===== src/rtl/link_frame_ctrl.sv =====
// Frame sequencer between the processing core and a byte-wide UART.
// TX splits a word into bytes MSB-first over a ready/load handshake; RX packs bytes with an inter-byte timeout.
module link_frame_ctrl #(
  parameter int NBYTES  = 10,
  parameter int TIMEOUT = 50000
) (
  input  logic                  msclk,
  input  logic                  rst,
  input  logic                  send_req,
  input  logic [8*NBYTES-1:0]   tx_msg,
  input  logic                  tx_ready,
  output logic [7:0]            tx_byte,
  output logic                  tx_load,
  output logic                  tx_busy,
  output logic                  tx_done,
  input  logic [7:0]            rx_byte,
  input  logic                  rx_strobe,
  output logic [8*NBYTES-1:0]   rx_msg,
  output logic                  rx_valid,
  output logic                  rx_err
);
  localparam int W  = 8*NBYTES;
  localparam int IW = $clog2(NBYTES+1);
  localparam int TW = $clog2(TIMEOUT+1);

  typedef enum logic [1:0] {IDLE, SEND, ACK, DRAIN} tx_state_t;

  tx_state_t      st, st_nx;
  logic [W-1:0]   tx_sh, pend_msg;
  logic           pend, fin, done_q;
  logic [IW-1:0]  idx;
  logic [7:0]     byte_hold;

  always_comb begin
    st_nx   = st;
    tx_load = 1'b0;
    fin     = 1'b0;
    case (st)
      IDLE:  if (pend || send_req) st_nx = SEND;
      SEND:  if (tx_ready) begin
               tx_load = 1'b1;
               st_nx   = ACK;
             end
      ACK:   if (!tx_ready) st_nx = DRAIN;
      DRAIN: if (tx_ready) begin
               if (idx == IW'(NBYTES)) begin
                 fin   = 1'b1;
                 st_nx = IDLE;
               end else st_nx = SEND;
             end
      default: st_nx = IDLE;
    endcase
  end

  // Outside SEND the last presented byte is held so the UART never sees a glitch.
  assign tx_byte = (st == SEND) ? tx_sh[W-1 -: 8] : byte_hold;
  assign tx_busy = (st != IDLE);
  assign tx_done = done_q;

  always_ff @(posedge msclk or posedge rst) begin
    if (rst) begin
      st        <= IDLE;
      tx_sh     <= '0;
      pend      <= 1'b0;
      pend_msg  <= '0;
      idx       <= '0;
      byte_hold <= '0;
      done_q    <= 1'b0;
    end else begin
      st     <= st_nx;
      done_q <= fin;
      if (st == SEND) byte_hold <= tx_sh[W-1 -: 8];
      if (st == ACK && !tx_ready) begin
        tx_sh <= tx_sh << 8;
        idx   <= idx + 1'b1;
      end
      // A queued word launches first; a request arriving alongside it takes the pending slot.
      if (st == IDLE) begin
        if (pend) begin
          tx_sh <= pend_msg;
          idx   <= '0;
          pend  <= send_req;
          if (send_req) pend_msg <= tx_msg;
        end else if (send_req) begin
          tx_sh <= tx_msg;
          idx   <= '0;
        end
      end else if (send_req) begin
        pend     <= 1'b1;
        pend_msg <= tx_msg;
      end
    end
  end

  logic [W-1:0]  rx_sh;
  logic [IW-1:0] rcnt;
  logic [TW-1:0] timer;

  always_ff @(posedge msclk or posedge rst) begin
    if (rst) begin
      rx_sh    <= '0;
      rcnt     <= '0;
      timer    <= '0;
      rx_msg   <= '0;
      rx_valid <= 1'b0;
      rx_err   <= 1'b0;
    end else begin
      rx_valid <= 1'b0;
      rx_err   <= 1'b0;
      if (rx_strobe) begin
        rx_sh <= {rx_sh[W-9:0], rx_byte};
        timer <= '0;
        if (rcnt == IW'(NBYTES-1)) begin
          rx_msg   <= {rx_sh[W-9:0], rx_byte};
          rx_valid <= 1'b1;
          rcnt     <= '0;
        end else rcnt <= rcnt + 1'b1;
      end else if (rcnt != '0) begin
        // Partial frame gone stale: drop it, leave rx_msg untouched.
        if (timer == TW'(TIMEOUT-1)) begin
          rcnt   <= '0;
          timer  <= '0;
          rx_err <= 1'b1;
        end else timer <= timer + 1'b1;
      end
    end
  end
endmodule


===== config.mk =====
export PLATFORM = sky130hd
export DESIGN_NAME = link_frame_ctrl
export DESIGN_NICKNAME = d
export VERILOG_FILES = /design/src/rtl/link_frame_ctrl.sv
export SDC_FILE = /design/constraint.sdc
export NUM_CORES = 1
export LEC_CHECK = 0
export CORE_MARGIN = 3
export CORE_UTILIZATION = 50
export DETAILED_ROUTE_END_ITERATION = 8
export GPL_ROUTABILITY_DRIVEN = 1
export PLACE_DENSITY_LB_ADDON = 0.12
export SETUP_SLACK_MARGIN = 0.15
export SYNTH_ARGS = -nofsm -noshare
export SYNTH_HDL_FRONTEND = slang
export SYNTH_SLANG_ARGS = --single-unit

===== constraint.sdc =====
create_clock -name msclk -period 10.7 [get_ports msclk]
set_input_delay 1.07 -clock msclk [delete_from_list [all_inputs] [get_ports msclk]]
set_output_delay 1.07 -clock msclk [all_outputs]
set_load 0.005 [all_outputs]

==> impl_metrics.py <==
metrics = {
    "clocking": {
        "clk_latency_ns": 0.52,
        "cts_root_buf": "clkbuf_16",
        "ctsResizeCount": 0,
        "htreeDepth": 2,
        "cts_inserted_buffers": 37,
        "clock_sinks": 350,
        "cts_hold_buf": 0,
        "clockBufferDepth": 3,
        "post_cts_buffers": 0,
        "cts_tree": "done",
        "path_clk_slew_ns": 0.06,
    },
    "drt": {
        "drc": 0,
        "via_count": 9630,
        "wl_met3_mm": 1.95,
        "ant_nets": 0,
        "wl_met1_mm": 14.5,
        "routed_via_density": 5.66,
        "routed_wl_mm": 31.8,
        "routedWlPerCell_um": 18.7,
        "firstDrtPassIters": 5,
        "drt_iter0_drc": 662,
        "highest_layer": "met5",
        "wl_met2_mm": 14.7,
    },
    "synth": {
        "synth_area_um2": 14500,
        "synth.area.top_cells": "dfrtp_1 (60%), mux2_2 (19%), nand2_1 (4.2%)",
        "ys_warn_count": 0,
        "synth_top_area_share_pct": 60.2,
        "synth_cell_type_count": 55,
        "syn_area_per_cell_um2": 12.8,
        "ys.flop_type": "dfrtp_1",
        "syn_inst": 1135,
        "seq_area_frac_synth_pct": 60.2,
        "async_flop_share_pct": 100,
        "synth_top_cell_by_area": "dfrtp_1",
        "synth_enable_flop_cells": 0,
        "synth-seq-cells": 350,
        "synthesis.nets": 1239,
    },
    "floorplanning": {
        "coreArea_um2": 28200,
        "dieHeight_um": 177,
        "io_pins": 186,
        "dieArea_um2": 31200,
        "start_util_pct": 51.5,
        "rows": 61,
        "die_w_um": 177,
    },
    "finish": {
        "fillers": 2210,
        "area_growth_pct": 23.3,
        "final_cell_mix": "dfrtp_1 (350), mux2_2 (240), clkdlybuf4s50_1 (184)",
        "instances_no_fill": 1701,
        "final_common_cell": "dfrtp_1",
        "seq_area_um2": 8760,
        "multiInputGateArea_um2": 5420,
        "final_util_pct": 63.5,
        "drive_gt1_share_pct": 25.2,
        "insertedDiodeCount": 0,
        "nets": 1400,
    },
    "sta": {
        "finalSetupTns_ns": 0,
        "whs_ns": 0.493,
        "hold_viol": 0,
        "setup_ws_ns": 7.23,
        "rsz0062_at_grt": "false",
        "drv_slew": 0,
        "setup_violations": 0,
        "skew_ns": 0.0169,
        "slew_headroom_pct": 21.9,
        "worstMarginPinSlew_ns": 1.17,
        "fmax_mhz": 288,
        "fin_crit_sh_pct": 32.4,
        "timing.final.crit_period_ns": 3.47,
    },
    "grt": {
        "grt_pass1_wl_mm": 52.0,
        "antenna_found_initial": 1,
        "grt_pass1_vias": 9668,
        "grt_max_degree": 162,
        "grtUsageTotal_pct": 20.5,
        "grt_overflow": 0,
    },
    "place": {
        "pre_cts_ws_ns": 6.65,
        "place_hpwl_mm": 19.5,
        "gp_congestion": 0.758,
        "dpl.cell_count": 1635,
        "numPortBuffers": 185,
    },
    "pwr": {
        "powerDensity_nw_per_um2": 269,
        "vdd_drop_max_mv": 0.156,
        "p_leak_nw": 7.79,
    },
    "setup_path": {
        "endpoint_kind": "output pin",
        "cp.arrival_ns": 2.40,
        "worst_setup_path_start_kind": "flip-flop",
        "crit_type": "flip-flop to output pin",
        "cp.required_ns": 9.63,
        "crit_fanout": 10,
    },
    "min_path": {
        "min_path_type": "flip-flop to flip-flop",
    },
    "outcome": {
        "outcome": "complete, no violations",
    },
    "flow_run": {
        "drv_cap": 0,
    },
}
[routing by layer]
metal / GRT usage (%) / vias up
li1: - / 4450
met1: 30.4 / 4898
met2: 31.2 / 231
met3: 4.56 / 49
met4: 4.91 / 2
met5: 0 / -
[cell usage after synthesis, types with 3 or more instances]
cell	n
dfrtp_1	350
mux2_2	240
nand2_1	163
a21oi_1	68
a221o_1	48
clkbuf_1	46
o22ai_1	29
a32oi_1	24
inv_1	20
buf_1	15
buf_2	12
ha_1	11
nor2_1	11
nand3_1	9
nand4_1	8
o32ai_1	8
o21ai_0	7
a222oi_1	5
or3_1	5
and3_1	4
nand2b_1	3
nor3_1	3
xor2_1	3
[sequential cells by signal, summed over array words and instances (netlist names)]
name and count:
rx_msg 80, rx_err 1, idx 4, rx_sh 72, tx_sh 80, rcnt 4, pend 1, tx_done 1
st 2, rx_valid 1, timer 16, byte_hold 8, pend_msg 80
[metrics by stage]
step	area, um^2	power (mW)
after floorplan	14500	2.92
after global placement	16700	3.53
after detailed placement	16700	3.58
after CTS	17900	4.88
after global routing	17900	5.13
final	17900	4.82
[kinds of logic after synthesis]
kind of cell | count (synthesis) | share of synthesized area (%)
AO/OA/AOI/OAI | 199 | 9.91
XOR/XNOR | 4 | 0.241
adder cells (fa/ha/maj) | 12 | 1.02
buffers and inverters | 98 | 2.77
flip-flops | 350 | 60.2
multiplexers | 241 | 18.7
AND/OR/NAND/NOR | 231 | 7.17
[report_power, final]
group	total, mW	internal (mW)	switching, mW
Sequential	2.06	1.79	0.268
Combinational	1.48	0.835	0.649
Clock	1.28	0.765	0.511
[layout make-up]
cell class | instances | area share [%]
flip-flops and latches | 350 | 48.9
multi-input cells | 687 | 30.2
repair buffers | 198 | 10.9
clock buffers | 55 | 6.39
well taps | 378 | 2.64
inverters | 22 | 0.482
clock inverters | 11 | 0.468
[critical path, cell delays in order (launching register included)]
cell and delay [ns]:
dfrtp_1 0.41, inv_1 0.13, ha_1 0.48, mux2_2 0.41
clkdlybuf4s50_1 0.45
[path summary, 6_finish.rpt]
kind	start	end	slack [ns]	depth (start not counted)
max in group asynchronous	rst	rx_msg[12]	7.33	4
worst min-delay path	pend_msg[12]	tx_sh[12]	0.49	1
worst max-delay path	st[1]	tx_byte[1]	7.23	4
worst min register to register	pend_msg[12]	tx_sh[12]	0.49	1
min in group asynchronous	rst	pend_msg[51]	1.12	2
worst max register to register	st[0]	pend_msg[23]	8.01	6
(Power assumes the default switching activity.)
